`src/rtl/lru_ctrl.sv`:
```
// lru_ctrl: read-modify-write controller for the 4-way true-LRU age table.
// Initialises every entry, then serves touch/allocate requests with one read and one write-back each.
`default_nettype none

module lru_ctrl #(
  parameter int          SET_BITS   = 6,
  parameter logic [7:0]  INIT_ENTRY = 8'h1B
) (
  input  logic                clk,
  input  logic                rst,
  input  logic                req_valid,
  output logic                req_ready,
  input  logic [SET_BITS-1:0] req_set,
  input  logic                req_op,
  input  logic [1:0]          req_way,
  output logic                rsp_valid,
  output logic [1:0]          rsp_way,
  output logic                init_done,
  output logic                tbl_ena,
  output logic                tbl_wea,
  output logic [SET_BITS-1:0] tbl_addr,
  output logic [7:0]          tbl_din,
  input  logic [7:0]          tbl_dout
);

  typedef enum logic [1:0] {
    INIT = 2'd0,
    IDLE = 2'd1,
    UPD  = 2'd2
  } state_t;

  state_t              state;
  state_t              state_nx;
  logic [SET_BITS-1:0] cnt;
  logic [SET_BITS-1:0] set_q;
  logic                op_q;
  logic [1:0]          way_q;
  logic [1:0]          last_way;
  logic [1:0]          victim;
  logic [1:0]          target;
  logic [1:0]          target_age;
  logic [7:0]          new_entry;
  logic                accept;

  assign accept = (state == IDLE) && req_valid;

  // Scan from the top so the lowest-index way with age 3 wins; corrupt entries fall back to way 0.
  always_comb begin
    victim = 2'd0;
    for (int i = 3; i >= 0; i--) begin
      if (tbl_dout[2*i +: 2] == 2'd3) begin
        victim = 2'(i);
      end
    end
  end

  assign target     = op_q ? victim : way_q;
  assign target_age = tbl_dout[2*target +: 2];

  always_comb begin
    new_entry = tbl_dout;
    for (int j = 0; j < 4; j++) begin
      if (2'(j) == target) begin
        new_entry[2*j +: 2] = 2'd0;
      end else if (tbl_dout[2*j +: 2] < target_age) begin
        new_entry[2*j +: 2] = tbl_dout[2*j +: 2] + 2'd1;
      end
    end
  end

  always_ff @(posedge clk) begin
    if (rst) begin
      state    <= INIT;
      cnt      <= '0;
      set_q    <= '0;
      op_q     <= 1'b0;
      way_q    <= 2'd0;
      last_way <= 2'd0;
    end else begin
      state <= state_nx;
      if (state == INIT) begin
        cnt <= cnt + 1'b1;
      end
      if (accept) begin
        set_q <= req_set;
        op_q  <= req_op;
        way_q <= req_way;
      end
      if (state == UPD) begin
        last_way <= target;
      end
    end
  end

  always_comb begin
    state_nx  = state;
    req_ready = 1'b0;
    rsp_valid = 1'b0;
    rsp_way   = 2'd0;
    init_done = 1'b0;
    tbl_ena   = 1'b0;
    tbl_wea   = 1'b0;
    tbl_addr  = '0;
    tbl_din   = 8'h00;
    // Reset masks every output combinationally so a mid-UPD reset issues no write or response.
    if (!rst) begin
      rsp_way = last_way;
      case (state)
        INIT: begin
          tbl_ena  = 1'b1;
          tbl_wea  = 1'b1;
          tbl_addr = cnt;
          tbl_din  = INIT_ENTRY;
          if (cnt == {SET_BITS{1'b1}}) begin
            state_nx = IDLE;
          end
        end
        IDLE: begin
          req_ready = 1'b1;
          init_done = 1'b1;
          if (req_valid) begin
            tbl_ena  = 1'b1;
            tbl_addr = req_set;
            state_nx = UPD;
          end
        end
        UPD: begin
          init_done = 1'b1;
          tbl_ena   = 1'b1;
          tbl_wea   = 1'b1;
          tbl_addr  = set_q;
          tbl_din   = new_entry;
          rsp_valid = 1'b1;
          rsp_way   = target;
          state_nx  = IDLE;
        end
        default: begin
          state_nx = INIT;
        end
      endcase
    end
  end

endmodule

`default_nettype wire

```
`config.mk`:
```
export PLATFORM = sky130hd
export DESIGN_NAME = lru_ctrl
export DESIGN_NICKNAME = d
export VERILOG_FILES = /design/src/rtl/lru_ctrl.sv
export SDC_FILE = /design/constraint.sdc
export NUM_CORES = 1
export LEC_CHECK = 0
export ABC_AREA = 1
export CORE_ASPECT_RATIO = 1.1
export CORE_MARGIN = 2
export CORE_UTILIZATION = 40
export DETAILED_ROUTE_END_ITERATION = 6
export PLACE_DENSITY = 0.68
export SYNTH_ARGS = -nofsm -noshare
export SYNTH_HDL_FRONTEND = slang
export SYNTH_SLANG_ARGS = --single-unit
```
`constraint.sdc`:
```
create_clock -name clk -period 3.9 [get_ports clk]
set_clock_uncertainty 0.2 [all_clocks]
set_input_delay 0.585 -clock clk [delete_from_list [all_inputs] [get_ports clk]]
set_output_delay 0.585 -clock clk [all_outputs]
set_load 0.02 [all_outputs]
```
==> results.md, run 1 <==
- Nature of the critical path startpoint: primary input
- Endpoint required time on the critical path: 3.12 ns
- Routed wire length: 3.868 mm
- TNS Setup: 0 ns
- Post-route cell area: 0.002041 sq mm
- Data arrival time at the worst-slack endpoint: 2.85 ns
- Later-pin clock latency in the skew report: 0.26 ns
- Vias in the first global route: 1497
- Total of warnings raised by yosys: 0
- Most used routing layer: met2
- Fraction of met2 tracks used by global routing: 32.61%
- Cell Area, Placed: 0.001981 sq mm
- Worst Path Max Fanout: 7
- Post-Syn Nets: 264
- Element type at the critical path end: output port
- Upper clock frequency limit: 275.0 MHz
- Hold buffer count at cts: 0
- Relative area change from synthesis to final layout: 37.17%
- First-pass iteration count of the detailed router: 4
- Global-route track usage on met1: 24.57%
- Buffer depth of the longest clock path: 2
- Cells after synthesis: 235
- Portion of the post-synthesis area used by sequential elements: 25.57%
- Clock Sinks: 19
- Detailed-route via count: 1600
- Outcome: finished, final reports clean
- Shortest period the worst path allows: 3.636 ns
- RD Place Congestion: 0.8897
- Count of filler cells inserted in the layout: 371
- Final worst slack: 0.2636 ns
- M3 GR Usage: 3.289%
- Global-route wire length before repair: 6.555 mm
- Number of endpoints failing setup at the final stage: 0
- Multi-input combinational cell area: 957.2 sq um
- Total gr overflow: 0
- Input/output buffers: 40
- Fraction of final layout cells sized beyond drive strength 1: 12.50%
- Post-Syn Area: 0.001488 sq mm
- TritonCTS Buffers: 3
- Avg WL per Cell: 11.72 um
- VDD IR-drop max: 416.0 uV
- Initial core utilization: 41.36%
- Fin. max-slew vios: 0
- Register clock-pin slew on the reported worst setup and hold paths: 0.07 ns
- Number of nets at the end of the flow: 310
- Final hold violation count: 0
- Fin crit share: 93.24%
- Placeable core region: 0.003597 sq mm
- Detailed Route Iter0 Violations: 81
- Power per cell area: 440.0 mW/mm^2
- Distinct cell type count of the synthesized netlist: 27
- Overall die width: 62.15 um
- Maximum number of pins on one net before global-route repair: 18
- Synth Register Bits: 19
- Antenna diode count: 0
- Max-slew headroom: 68.84%
- Worst slew pin tran: 0.4674 ns
- Detailed placement HPWL: 2.994 mm
- Unrepaired setup endpoints after global routing: no
- Number of maximum-capacitance constraint violations: 0
- Overall fraction of global-route tracks in use: 19.24%
- Layout Cells excl Fill: 330
- Number of antenna violations at the first check in global routing: 0
- DIE HEIGHT: 67.96 um
- Synthesized area divided by synthesized cell count: 6.331 sq um
- Antenna Nets Post-Route: 0
- Core Rows: 23
- Total power draw: 0.8979 mW
- CTS root buf: clkbuf_8
- Clock tree from TritonCTS: built
- Overall die area: 0.004223 sq mm
- Max H-tree Level: 1
- Kind of critical path: primary input to output port
- Total DRC errors in the routed layout: 0
- Num ports: 41
- Vias per std cell: 4.848
- DP Worst Slack: 0.1523 ns
- Area taken by flip-flops and latches: 380.4 sq um
- Min-delay worst type: register to register
- P_leak: 0.9739 nW
- Number of cells after detailed placement: 326
==> where the power goes <==
group	switching [mW]	internal, mW
clock	0.0675	0.0727
sequential	0.0212	0.227
combinational	0.311	0.198
total	0.400	0.498
==> through the flow <==
stage / util [%] / hold WS (ns)
floorplan: - / 0.2295
global placement: 55.06 / 0.2519
detailed placement: 55.06 / 0.2598
CTS: 56.31 / 0.2700
global route: 56.73 / 0.2884
finish: 56.73 / 0.2667
==> layout by cell type (no fill, tap or decap), types with 4 or more instances in the layout <==
cell type,Yosys,routed
nand2_1,65,65
clkdlybuf4s50_1,0,34
inv_1,30,30
a21oi_1,21,21
dfxtp_1,19,19
nor2_1,16,16
nand3_1,14,14
o21ai_0,10,10
ha_1,9,9
nand2_2,8,8
buf_4,0,7
a31oi_1,6,6
dlymetal6s2s_1,0,6
nand2_4,4,4
o211ai_1,4,4
==> worst paths after layout <==
kind                from    endpoint  slack [ns]  cells after the start
min             way_q[1]    way_q[1]        0.27                      2
max          tbl_dout[2]  tbl_din[5]        0.26                     14
max reg2reg     state[0]      cnt[5]        2.06                      9
min reg2reg     way_q[1]    way_q[1]        0.27                      2
==> state kept, by name (all words and copies together), names as in the netlist <==
signal and cells:
op_q 1, set_q 6, cnt 6, last_way 2
state 2, way_q 2
==> synthesized netlist by cell type <==
master | count | area, sq um
clkbuf_1 | 6 | 22.52
nor2_2 | 3 | 18.77
nand3_2 | 3 | 30.03
and2_1 | 1 | 6.260
o21ai_0 | 10 | 50.05
o211ai_1 | 4 | 30.03
ha_1 | 9 | 112.6
nand2_2 | 8 | 50.05
nor3_1 | 3 | 15.01
o21ai_2 | 2 | 17.52
nand2_4 | 4 | 45.04
a21oi_1 | 21 | 105.1
dfxtp_1 | 19 | 380.4
inv_4 | 1 | 6.260
inv_2 | 1 | 3.750
a21oi_2 | 1 | 8.760
o21bai_1 | 1 | 7.510
nor2_1 | 16 | 60.06
nand2_1 | 65 | 244.0
a31oi_1 | 6 | 37.54
clkinv_2 | 1 | 5.000
inv_1 | 30 | 112.6
nand3_1 | 14 | 70.07
nand3b_1 | 3 | 22.52
a21boi_0 | 1 | 7.510
a22oi_1 | 1 | 7.510
nor2_4 | 1 | 11.26
==> layout make-up <==
cell class	count	area share (%)
well taps	50	3.066
inverters	33	6.254
multi-input cells	177	46.90
flip-flops and latches	19	18.64
repair buffers	47	22.93
clock buffers	4	2.207
==> critical path, cell delays in order <==
cell             delay, ns
clkdlybuf4s50_1       0.45
ha_1                  0.27
nor2_2                0.13
o21ai_2               0.06
nand2_2               0.07
nand2_4               0.08
clkinv_2              0.09
nand3_2               0.11
nand2_4               0.13
nand2_1               0.07
nand2_1               0.08
nor2_1                0.04
nor2_1                0.08
clkdlybuf4s50_1       0.60
==> kinds of logic (layout without fill, tap and decap cells) <==
family,after synthesis,count (layout),share of synthesized area (%)
simple gates,121,121,38.52
compound gates,47,47,18.25
buf+inv,39,84,10.09
flops,19,19,25.57
fa+ha+maj,9,9,7.570
==> per-layer routing <==
layer	part of all wire, %	vias up
met4	1.3	0
met1	48	706
met2	47	37
met3	4.4	6
met5	0	-
li1	-	851
==> timing repair <==
item	CTS	global route
gates resized for setup	0	6
endpoints found under the setup margin	0	6
buffers inserted	0	0
(Power assumes the default switching activity.)
==> inputs of run 2 (changes only) <==
SLEW_MARGIN = 10   (was default)
==> results of run 2 <==
No change in the layout: final DEF, timing and power equal those of run 1.
==> inputs of run 3 (changes only) <==
CORE_UTILIZATION = 52   (was 40)
PLACE_DENSITY = 0.95   (was 0.68)
==> results.md, run 3 (synthesized netlist as in run 1, its figures left out) <==
- DIE HEIGHT: 60.10 um (was 67.96 um)
- Top library cells by usage in the layout, fill and taps aside: nand2_1, clkdlybuf4s50_1, inv_1, a21oi_1, dfxtp_1 (unchanged)
- Leading cell type in the layout, fill and taps excluded: nand2_1 (unchanged)
- Number of nets at the end of the flow: 309 (was 310)
- Placeable core region: 0.002753 sq mm (was 0.003597 sq mm)
- Met1 wire length: 1.660 mm (was 1.849 mm)
- RR Endpoint: cnt[5] (unchanged)
- CTS root buf: clkbuf_4 (was clkbuf_8)
- Detailed Route Iter0 Violations: 109 (was 81)
- Later-pin clock latency in the skew report: 0.29 ns (was 0.26 ns)
- DP Worst Slack: 0.03890 ns (was 0.1523 ns)
- Routed met2 length: 2.154 mm (was 1.799 mm)
- Clock Sinks: 19 (unchanged)
- Register clock-pin slew on the reported worst setup and hold paths: 0.10 ns (was 0.07 ns)
- Number of cells on the critical path: 15 (was 14)
- Overall fraction of global-route tracks in use: 27.51% (was 19.24%)
- TNS Setup: 0 ns (unchanged)
- Num ports: 41 (unchanged)
- VDD IR-drop max: 396.1 uV (was 416.0 uV)
- RR Startpoint: state[0] (unchanged)
- Number of cells after detailed placement: 308 (was 326)
- Buffer depth of the longest clock path: 2 (unchanged)
- Detailed placement HPWL: 3.276 mm (was 2.994 mm)
- Kind of critical path: primary input to output port (unchanged)
- Final hold violation count: 0 (unchanged)
- Fin. max-slew vios: 0 (unchanged)
- Vias in the first global route: 1578 (was 1497)
- Antenna diode count: 0 (unchanged)
- Total power draw: 0.8762 mW (was 0.8979 mW)
- TritonCTS Buffers: 3 (unchanged)
- Worst slew pin tran: 0.4597 ns (was 0.4674 ns)
- P_leak: 0.9614 nW (was 0.9739 nW)
- Sum of met3 wire segment lengths after detailed routing: 250 um (was 170 um)
- Start point of the critical path: tbl_dout[4] (was tbl_dout[2])
- Worst Path Max Fanout: 8 (was 7)
- Last element of the critical path: tbl_din[5] (unchanged)
- Critical path's slowest cell: clkdlybuf4s50_1 (unchanged)
- Cell Area, Placed: 0.001952 sq mm (was 0.001981 sq mm)
- Power per cell area: 439.6 mW/mm^2 (was 440.0 mW/mm^2)
- Shortest period the worst path allows: 3.660 ns (was 3.636 ns)
- Cell count of the worst hold path: 2 (unchanged)
- Fraction of final layout cells sized beyond drive strength 1: 12.19% (was 12.50%)
- Uppermost layer routed: met4 (unchanged)
- Hold buffer count at cts: 0 (unchanged)
- Global-route wire length before repair: 6.651 mm (was 6.555 mm)
- Input/output buffers: 40 (unchanged)
- Number of maximum-capacitance constraint violations: 0 (unchanged)
- Maximum number of pins on one net before global-route repair: 18 (unchanged)
- Critical path, cell by cell: clkdlybuf4s50_1 -> ha_1 -> inv_1 -> nand2_1 -> nand2_1 -> nand2_4 -> nand2_4 -> nand2_2 -> nand3_2 -> nand2_4 -> nand2_1 -> nand2_1 -> nor2_1 -> nor2_1 -> clkdlybuf4s50_1 (was clkdlybuf4s50_1 -> ha_1 -> nor2_2 -> o21ai_2 -> nand2_2 -> nand2_4 -> clkinv_2 -> nand3_2 -> nand2_4 -> nand2_1 -> nand2_1 -> nor2_1 -> nor2_1 -> clkdlybuf4s50_1)
- Number of buffer and inverter stages on the critical path: 3 (unchanged)
- Vias per std cell: 5.689 (was 4.848)
- Overall die width: 55 um (was 62.15 um)
- Avg WL per Cell: 13.69 um (was 11.72 um)
- Total DRC errors in the routed layout: 0 (unchanged)
- CP most frequent cell: nand2_1
- RD Place Congestion: 0.9791 (was 0.8897)
- Endpoint required time on the critical path: 3.12 ns (about the same)
- Reg2Reg Setup Slack: 1.91 ns (was 2.06 ns)
- Routed wire length: 4.270 mm (was 3.868 mm)
- Final worst slack: 0.2396 ns (was 0.2636 ns)
- Post-route cell area: 0.001993 sq mm (was 0.002041 sq mm)
- Upper clock frequency limit: 273.2 MHz (was 275.0 MHz)
- Number of endpoints failing setup at the final stage: 0 (unchanged)
- Core Rows: 20 (was 23)
- Max H-tree Level: 1 (unchanged)
- Max-slew headroom: 69.35% (was 68.84%)
- Antenna Nets Post-Route: 0 (unchanged)
- Overall die area: 0.003306 sq mm (was 0.004223 sq mm)
- Registers with the most flip-flops: cnt x6, set_q x6 (unchanged)
- Path depth of the worst reg2reg path: 9 (unchanged)
- Post-layout utilization of the core: 72.41% (was 56.73%)
- Unrepaired setup endpoints after global routing: no (unchanged)
- Min-delay worst type: register to register (unchanged)
- Data arrival time at the worst-slack endpoint: 2.88 ns (was 2.85 ns)
- Count of filler cells inserted in the layout: 216 (was 371)
- Largest delay contributor family on the critical path: buffers and inverters (unchanged)
- Worst hold slack across all endpoints: 0.2628 ns (was 0.2667 ns)
- Detailed-route via count: 1775 (was 1600)
- Layout Cells excl Fill: 312 (was 330)
- Relative area change from synthesis to final layout: 33.98% (was 37.17%)
- Number of antenna violations at the first check in global routing: 0 (unchanged)
- Clock tree from TritonCTS: built (unchanged)
- Initial core utilization: 54.05% (was 41.36%)
- Outcome: finished, final reports clean (unchanged)
- Peak per-stage delay on the critical path: 0.60 ns (about the same)
- Nature of the critical path startpoint: primary input (unchanged)
- First-pass iteration count of the detailed router: 4 (unchanged)
- Fin crit share: 93.86% (was 93.24%)
- Element type at the critical path end: output port (unchanged)
- Total gr overflow: 0 (unchanged)
[run 3: cell types whose count changed in the layout (fill, tap and decap cells not counted)]
cell / before / now
buf_4: 7 / 6
clkbuf_4: 0 / 3
clkbuf_8: 3 / 0
[run 3: final cells by class]
type / count / area [sq um] / share of cell area [%]
multi-input combinational: 177 / 957.2 / 48.02
timing repair buffer: 46 / 460.4 / 23.10
sequential: 19 / 380.4 / 19.08
inverter: 33 / 127.6 / 6.403
tap: 33 / 41.29 / 2.072
clock buffer: 4 / 26.28 / 1.318
[run 3: worst reg2reg max path, cell delays in order (launching register included)]
cell,delay [ns]
dfxtp_1,0.35
inv_1,0.10
ha_1,0.40
nand2_1,0.16
nor3_1,0.25
nand2_1,0.12
inv_1,0.12
nand3_1,0.08
nand2_1,0.07
nor2_1,0.04
[run 3: power by group]
part	internal, mW	switching [mW]
Clock	0.0398	0.0594
Sequential	0.227	0.0238
Combinational	0.199	0.328
Total	0.465	0.411
[run 3: metal layers]
| layer | track usage [%] | vias up |
|---|---|---|
| li1 | - | 848 |
| met1 | 30.37 | 804 |
| met2 | 48.81 | 95 |
| met3 | 5.500 | 28 |
| met4 | 13.24 | 0 |
| met5 | 0 | - |
[run 3: how the worst min path moves through the flow]
| stage | slack, ns | to | start |
|---|---|---|---|
| after floorplan | 0.23 | way_q[1] | way_q[1] |
| after global placement | 0.25 | way_q[1] | way_q[1] |
| after detailed placement | 0.26 | way_q[1] | way_q[1] |
| after CTS | 0.27 | way_q[1] | way_q[1] |
| after global routing | 0.29 | set_q[0] | set_q[0] |
| final | 0.26 | way_q[1] | way_q[1] |
[run 3: repair_timing]
action                     4_1_cts  5_1_grt
gates resized for setup          0        6
setup buffers                    0        0
setup endpoints to repair        0        6
